==> config.mk <==
export PLATFORM = sky130hd
export DESIGN_NAME = normalize_round_stage
export DESIGN_NICKNAME = d
export VERILOG_FILES = /design/src/rtl/normalize_round_stage_pkg.sv /design/src/rtl/normalize_round_stage_lod_shift.sv /design/src/rtl/normalize_round_stage.sv
export SDC_FILE = /design/constraint.sdc
export NUM_CORES = 1
export LEC_CHECK = 0
export CORE_UTILIZATION = 57
export DETAILED_ROUTE_END_ITERATION = 8
export HOLD_SLACK_MARGIN = 0.1
export PLACE_DENSITY = 0.89
export SYNTH_ARGS = -nofsm -noshare
export SYNTH_HDL_FRONTEND = slang
export SYNTH_SLANG_ARGS = --single-unit
export TNS_END_PERCENT = 10
==> constraint.sdc <==
create_clock -name i_clk -period 6 [get_ports i_clk]
set_clock_uncertainty 0.15 [all_clocks]
set_input_delay 1.8 -clock i_clk [delete_from_list [all_inputs] [get_ports i_clk]]
set_output_delay 1.8 -clock i_clk [all_outputs]
set_load 0.1 [all_outputs]
==> src/rtl/normalize_round_stage_pkg.sv <==
// Shared widths, limits, result type and cell cost model for the MAC back-end normalizer.
package normalize_round_stage_pkg;

    localparam int NRS_SUM_W  = 19;
    localparam int NRS_FRAC_W = 13;
    localparam int NRS_MAN_W  = 4;
    localparam int NRS_EXP_W  = 6;
    localparam int NRS_QF_W   = 5;
    localparam int NRS_COST_W = 51;

    localparam logic [NRS_EXP_W-1:0] EXP_MAX = 6'd63;

    // Relative cost of each primitive cell type used by the leading-one/shift block.
    localparam int CELL_COST_MX   = 3;
    localparam int CELL_COST_COM6 = 8;
    localparam int CELL_COST_OR2  = 1;

    typedef struct packed {
        logic                 sign;
        logic [NRS_EXP_W-1:0] exp;
        logic [NRS_MAN_W-1:0] man;
    } nrs_result_t;

    // Cell inventory of lod_shift: a log shifter of p_w levels of 2:1 muxes, one COM6
    // leading-one cell per 6-bit group, group select muxes and an OR2 any-one tree.
    function automatic int lod_shift_cost(input int sum_w, input int p_w);
        int groups;
        int n_mx;
        int n_or2;
        groups = (sum_w + 5) / 6;
        n_mx   = p_w * sum_w + (groups - 1) * p_w;
        n_or2  = sum_w - 1;
        return n_mx * CELL_COST_MX + groups * CELL_COST_COM6 + n_or2 * CELL_COST_OR2;
    endfunction

endpackage

==> src/rtl/normalize_round_stage_lod_shift.sv <==
// Leading-one detector plus left shifter: moves the leading one of mag_i to the MSB.
module lod_shift
    import normalize_round_stage_pkg::*;
#(
    parameter int SUM_W = NRS_SUM_W,
    parameter int P_W   = $clog2(SUM_W)
) (
    input  logic [SUM_W-1:0]      mag_i,
    output logic [P_W-1:0]        p_o,
    output logic [SUM_W-1:0]      shifted_o,
    output logic                  zero_o,
    output logic [NRS_COST_W-1:0] cost_o
);

    logic [P_W-1:0]   amt;
    logic [SUM_W-1:0] lvl [0:P_W];

    // Priority scan: the highest set bit wins, p stays 0 for an all-zero magnitude.
    always_comb begin
        p_o = '0;
        for (int i = 0; i < SUM_W; i++) begin
            if (mag_i[i]) p_o = P_W'(i);
        end
    end

    assign amt    = P_W'(SUM_W - 1) - p_o;
    assign lvl[0] = mag_i;

    for (genvar k = 0; k < P_W; k++) begin : g_shift
        assign lvl[k+1] = amt[k] ? (lvl[k] << (1 << k)) : lvl[k];
    end

    assign shifted_o = lvl[P_W];
    // After normalisation the MSB is set for every nonzero magnitude.
    assign zero_o    = ~lvl[P_W][SUM_W-1];
    assign cost_o    = NRS_COST_W'(lod_shift_cost(SUM_W, P_W));

endmodule

==> src/rtl/normalize_round_stage.sv <==
// Three-stage normalize/round back end: abs value, normalize, round-to-nearest-even and pack.
module normalize_round_stage
    import normalize_round_stage_pkg::*;
#(
    parameter int SUM_W  = NRS_SUM_W,
    parameter int FRAC_W = NRS_FRAC_W,
    parameter int MAN_W  = NRS_MAN_W
) (
    input  logic                    i_clk,
    input  logic                    i_rst_n,
    input  logic                    i_valid,
    output logic                    o_ready,
    input  logic signed [SUM_W-1:0] i_sum,
    input  logic [NRS_EXP_W-1:0]    i_max_exp,
    input  logic [NRS_QF_W-1:0]     i_Q_frac,
    output logic                    o_valid,
    input  logic                    i_ready,
    output logic                    o_sign,
    output logic [NRS_EXP_W-1:0]    o_exp,
    output logic [MAN_W-1:0]        o_man,
    output logic [NRS_QF_W-1:0]     o_Q_frac,
    output logic [NRS_COST_W-1:0]   number
);

    localparam int P_W = $clog2(SUM_W);

    // Mantissa/guard/sticky slice of the normalized value, then carry-out, flush and saturate.
    function automatic nrs_result_t round_pack(input logic sign, input logic zero,
                                               input logic signed [7:0] e,
                                               input logic [MAN_W-1:0] man,
                                               input logic guard, input logic sticky);
        logic [MAN_W:0]    man_r;
        logic signed [7:0] e_r;
        nrs_result_t       r;
        man_r = {1'b0, man};
        e_r   = e;
        if (guard & (sticky | man[0])) man_r = man_r + 1'b1;
        if (man_r[MAN_W]) begin
            man_r = '0;
            e_r   = e_r + 8'sd1;
        end
        r = '0;
        if (zero || e_r <= 8'sd0) begin
            r = '0;
        end else if (e_r > $signed({2'b00, EXP_MAX})) begin
            r.sign = sign;
            r.exp  = EXP_MAX;
            r.man  = '1;
        end else begin
            r.sign = sign;
            r.exp  = e_r[NRS_EXP_W-1:0];
            r.man  = man_r[MAN_W-1:0];
        end
        return r;
    endfunction

    logic en;

    logic                 vld_p1_q, sign_p1_q, sign_p1_d;
    logic [SUM_W-1:0]     mag_p1_q, mag_p1_d;
    logic [NRS_EXP_W-1:0] exp_p1_q;
    logic [NRS_QF_W-1:0]  qf_p1_q;

    logic [P_W-1:0]       lod_p;
    logic [SUM_W-1:0]     lod_shifted;
    logic                 lod_zero;

    logic                 vld_p2_q, sign_p2_q, zero_p2_q, guard_p2_q, sticky_p2_q;
    logic                 guard_p2_d, sticky_p2_d;
    logic signed [7:0]    e_p2_q, e_p2_d;
    logic [MAN_W-1:0]     man_p2_q, man_p2_d;
    logic [NRS_QF_W-1:0]  qf_p2_q;

    logic                 vld_p3_q;
    nrs_result_t          res_p3_q, res_p3_d;
    logic [NRS_QF_W-1:0]  qf_p3_q;

    // The whole pipe advances as one unit; it only freezes while a result waits for downstream.
    assign en      = ~vld_p3_q | i_ready;
    assign o_ready = en;

    // ---- stage 1: sign and magnitude ----
    always_comb begin
        sign_p1_d = i_sum[SUM_W-1];
        mag_p1_d  = sign_p1_d ? SUM_W'(-i_sum) : SUM_W'(i_sum);
    end

    // Stage 1 register: magnitude plus the exponent and sideband it travels with.
    always_ff @(posedge i_clk or negedge i_rst_n) begin
        if (!i_rst_n) begin
            vld_p1_q  <= 1'b0;
            sign_p1_q <= 1'b0;
            mag_p1_q  <= '0;
            exp_p1_q  <= '0;
            qf_p1_q   <= '0;
        end else if (en) begin
            vld_p1_q  <= i_valid;
            sign_p1_q <= sign_p1_d;
            mag_p1_q  <= mag_p1_d;
            exp_p1_q  <= i_max_exp;
            qf_p1_q   <= i_Q_frac;
        end
    end

    // ---- stage 2: normalize ----
    lod_shift #(.SUM_W(SUM_W), .P_W(P_W)) u_lod_shift (
        .mag_i     (mag_p1_q),
        .p_o       (lod_p),
        .shifted_o (lod_shifted),
        .zero_o    (lod_zero),
        .cost_o    (number)
    );

    // Split the normalized magnitude into mantissa, guard and sticky; re-bias the exponent.
    always_comb begin
        man_p2_d    = lod_shifted[SUM_W-2 -: MAN_W];
        guard_p2_d  = lod_shifted[SUM_W-2-MAN_W];
        sticky_p2_d = |lod_shifted[SUM_W-3-MAN_W:0];
        e_p2_d      = $signed(8'(exp_p1_q) + 8'(lod_p) - 8'(FRAC_W));
    end

    // Stage 2 register: unrounded fields ready for rounding.
    always_ff @(posedge i_clk or negedge i_rst_n) begin
        if (!i_rst_n) begin
            vld_p2_q    <= 1'b0;
            sign_p2_q   <= 1'b0;
            zero_p2_q   <= 1'b0;
            e_p2_q      <= '0;
            man_p2_q    <= '0;
            guard_p2_q  <= 1'b0;
            sticky_p2_q <= 1'b0;
            qf_p2_q     <= '0;
        end else if (en) begin
            vld_p2_q    <= vld_p1_q;
            sign_p2_q   <= sign_p1_q;
            zero_p2_q   <= lod_zero;
            e_p2_q      <= e_p2_d;
            man_p2_q    <= man_p2_d;
            guard_p2_q  <= guard_p2_d;
            sticky_p2_q <= sticky_p2_d;
            qf_p2_q     <= qf_p1_q;
        end
    end

    // ---- stage 3: round and pack ----
    always_comb begin
        res_p3_d = round_pack(sign_p2_q, zero_p2_q, e_p2_q, man_p2_q, guard_p2_q, sticky_p2_q);
    end

    // Output register: packed result held until downstream takes it.
    always_ff @(posedge i_clk or negedge i_rst_n) begin
        if (!i_rst_n) begin
            vld_p3_q <= 1'b0;
            res_p3_q <= '0;
            qf_p3_q  <= '0;
        end else if (en) begin
            vld_p3_q <= vld_p2_q;
            res_p3_q <= res_p3_d;
            qf_p3_q  <= qf_p2_q;
        end
    end

    assign o_valid  = vld_p3_q;
    assign o_sign   = res_p3_q.sign;
    assign o_exp    = res_p3_q.exp;
    assign o_man    = res_p3_q.man;
    assign o_Q_frac = qf_p3_q;

endmodule

==> flow_summary.ini <==
[run_status]
outcome = finished with violations
failed_checks = design-rule violations

[clocking]
cts-root-buf = sky130_fd_sc_hd__clkbuf_8
ctsResizeCount = 0
hold_fix_buffers_at_cts = 0
clkTransAtPathRegs_ps = 90
cts_inserted_buffers = 9
postCtsSetupRepairBufs = 0
tritoncts = done
cts_max_level = 3
clock_sinks = 71
worst_skew_pair.late_latency_ps = 350
cts.path.max_buffers = 2

[synth]
syn_inst = 635
post_synth_instance_area_mm2 = 0.00526
synth_sequential_area_ratio_pct = 33.8
synth_cell_type_count = 72
syn_avg_cell_area_um2 = 8.28
yosys_warnings = 0
postSynthRegisterBits = 71
synth_edf_count = 0
yosys_most_used_dff = sky130_fd_sc_hd__dfrtp_1
synthArstFlopShare_pct = 100

[final_layout]
fin_cells = 771
utilization_pct = 65.4
num-fill-cells = 760
n_antenna_cell = 0
share_of_cells_above_drive_strength_1_pct = 6.18
syn_to_final_growth_pct = 9.47
finalNetCount = 708

[global_route]
largest_net_degree_at_the_start_of_global_routing = 76
wire_length_of_the_first_global_routing_pass_um = 20000
overflow = 0
antenna_found_initial = 0
grt_util_all_layers_pct = 25.8
grt_pass1_vias = 4344

[sta]
timing.setup.tns_ps = 0
report.final.slew_viol_count = 0
slew-limit-headroom_pct = 33.1
setup_viol = 0
tightestPinTransition_ps = 994
final_period_minus_worst_setup_slack_ps = 4560
layout_worst_path_cycle_share_pct = 76.0
final_critical_path_setup_slack_ps = 1440
finalHoldViolCount = 0
fmax_ghz = 0.219
rsz0062_at_grt = no

[detailed_routing]
detail_route.wirelength_um = 12000
drtPass1Iterations = 7
drt_iter0_markers = 312
via_count = 4565
drtAntennaViolNets = 0
vias_per_cell = 5.92
route.detailed.wl_per_inst_um = 15.5
drc_viols = 5

[die]
die_width_um = 98.1
fp.dieArea_mm2 = 0.00961
floorplan.die.height_um = 98.1
initial_core_util_pct = 59.7
num_rows = 34
design.portCount = 103
fp.coreArea_mm2 = 0.00881

[setup_path]
critical_path.startpoint_type = primary input
critical-path-slowest-cell = sky130_fd_sc_hd__clkdlybuf4s50_1
worst_path_largest_cell_delay_ps = 510
cp.required_ps = 4050
ws_path_type = primary input to output pin
cp_data_arrival_time_ps = 2610
worst_setup_path_end_kind = output pin
crit_path_max_fanout = 2
crit_path_cell_trace = clkdlybuf4s50_1 > nor2b_4 > inv_2 > buf_12

[placement]
detailedPlace.worstSlack_ps = 1190
detail_placement_hpwl_um = 8770
gp_routability_congestion = 0.904
port_buffers = 51
dpl.cell_count = 755

[job]
max-cap-violations = 0

[power_and_ir_drop]
report.power.total_w = 0.00326
cellLeakagePower_nw = 2.55
max-vdd-ir-drop_v = 0.000290
p_per_area_mw_per_mm2 = 567

[min_path]
min_path_type = register to register
-- cells by family (layout without fill, tap and decap cells) --
group	Yosys count	in the layout	synth area share, %
multiplexers	12	12	3.26
AND/OR/NAND/NOR	230	230	20.5
adder cells (fa/ha/maj)	16	16	3.95
flip-flops	71	71	33.8
other	2	51	0.143
buffers and inverters	118	97	12.9
AO/OA/AOI/OAI	160	160	21.1
XOR/XNOR	26	26	4.33
-- area by class of cell --
cell class                      instances  area, um^2  area share [%]
Sequential cell                        71        1780            30.9
Timing Repair Buffer                   55         546            9.48
Inverter                               26        97.6            1.70
Tap cell                              108         135            2.35
Clock inverter                          7        85.1            1.48
Multi-Input combinational cell        495        2990            52.0
Clock buffer                            9         124            2.15
-- synthesized netlist by cell type (4+ instances only) --
master	instances	area share, %
sky130_fd_sc_hd__mux2i_1	7	1.3
sky130_fd_sc_hd__o31ai_1	7	1.0
sky130_fd_sc_hd__nand3_1	14	1.3
sky130_fd_sc_hd__or3_1	7	0.83
sky130_fd_sc_hd__nand4_1	9	1.1
sky130_fd_sc_hd__buf_2	4	0.38
sky130_fd_sc_hd__a32oi_1	5	0.83
sky130_fd_sc_hd__clkbuf_1	30	2.1
sky130_fd_sc_hd__nor4_1	5	0.59
sky130_fd_sc_hd__a22o_1	11	1.8
sky130_fd_sc_hd__nand2_1	128	9.1
sky130_fd_sc_hd__a21oi_1	22	2.1
sky130_fd_sc_hd__nor2b_1	7	0.83
sky130_fd_sc_hd__xnor2_1	12	2.0
sky130_fd_sc_hd__and2_1	7	0.83
sky130_fd_sc_hd__ha_1	15	3.6
sky130_fd_sc_hd__inv_1	24	1.7
sky130_fd_sc_hd__mux4_2	4	1.7
sky130_fd_sc_hd__dfrtp_1	71	34
sky130_fd_sc_hd__nor3_1	7	0.67
sky130_fd_sc_hd__o21ai_0	43	4.1
sky130_fd_sc_hd__and3_1	4	0.48
sky130_fd_sc_hd__buf_6	5	1.1
sky130_fd_sc_hd__nand2b_1	6	0.71
sky130_fd_sc_hd__a211oi_1	6	0.86
sky130_fd_sc_hd__a22oi_1	4	0.57
sky130_fd_sc_hd__xor2_1	14	2.3
sky130_fd_sc_hd__o211ai_1	9	1.3
sky130_fd_sc_hd__buf_4	52	7.4
sky130_fd_sc_hd__nor2_1	23	1.6
sky130_fd_sc_hd__o21ai_1	5	0.48
-- layer usage --
| layer | vias to the layer above | GRT usage, % | routed length, um | share of wire (%) |
|---|---|---|---|---|
| li1 | 2189 | - | - | - |
| met1 | 2165 | 31.4 | 4960 | 41 |
| met2 | 189 | 45.8 | 6100 | 51 |
| met3 | 22 | 3.87 | 675 | 5.6 |
| met4 | 0 | 9.91 | 231 | 1.9 |
| met5 | - | 0 | 0 | 0 |
-- per-stage QoR --
stage          area, um^2  hold WS (ps)
2_1_floorplan        5440           280
3_3_place_gp         5550           294
3_5_place_dp         5550           297
4_1_cts              5760           319
5_1_grt              5760           329
6_report             5760           311
-- worst max-delay path: cells and delay by family --
| kind | cells | cell delay, ps |
|---|---|---|
| buffers and inverters | 3 | 750 |
| and+or+nand+nor | 1 | 60 |
-- state kept, by name, summed over array words and instances, names as in the netlist, 5 cells and up --
name      flops
o_Q_frac      5
qf_p2_q       5
o_exp         6
e_p2_q        8
exp_p1_q      6
qf_p1_q       5
mag_p1_q     19
-- final timing paths --
check	start	to	slack (ps)	depth (start not counted)
worst max-delay path	i_ready	o_ready	1440	4
worst min-delay path	vld_p2_q$_DFFE_PN0P_	o_valid$_DFFE_PN0P_	310	1
worst max register to register	mag_p1_q[9]$_DFFE_PN0P_	sticky_p2_q$_DFFE_PN0P_	1920	11
worst min register to register	vld_p2_q$_DFFE_PN0P_	o_valid$_DFFE_PN0P_	310	1
max in group asynchronous	i_rst_n	mag_p1_q[11]$_DFFE_PN0P_	3620	2
min in group asynchronous	i_rst_n	o_sign$_DFFE_PN0P_	1480	2
-- cells in the final DEF (no fill, tap or decap), types with 11 or more instances in the layout --
master and count:
sky130_fd_sc_hd__nand3_1 14, sky130_fd_sc_hd__xor2_1 14, sky130_fd_sc_hd__nor2_1 23, sky130_fd_sc_hd__ha_1 15
sky130_fd_sc_hd__xnor2_1 12, sky130_fd_sc_hd__clkdlybuf4s50_1 49, sky130_fd_sc_hd__a22o_1 11, sky130_fd_sc_hd__a21oi_1 22
sky130_fd_sc_hd__dfrtp_1 71, sky130_fd_sc_hd__nand2_1 128, sky130_fd_sc_hd__inv_1 24, sky130_fd_sc_hd__o21ai_0 43
sky130_fd_sc_hd__conb_1 51
-- power by group --
part	internal [W]	switching, W
clock	0.000201	0.000204
sequential	0.000652	0.000194
combinational	0.000662	0.00135
(Power assumes the default switching activity.)
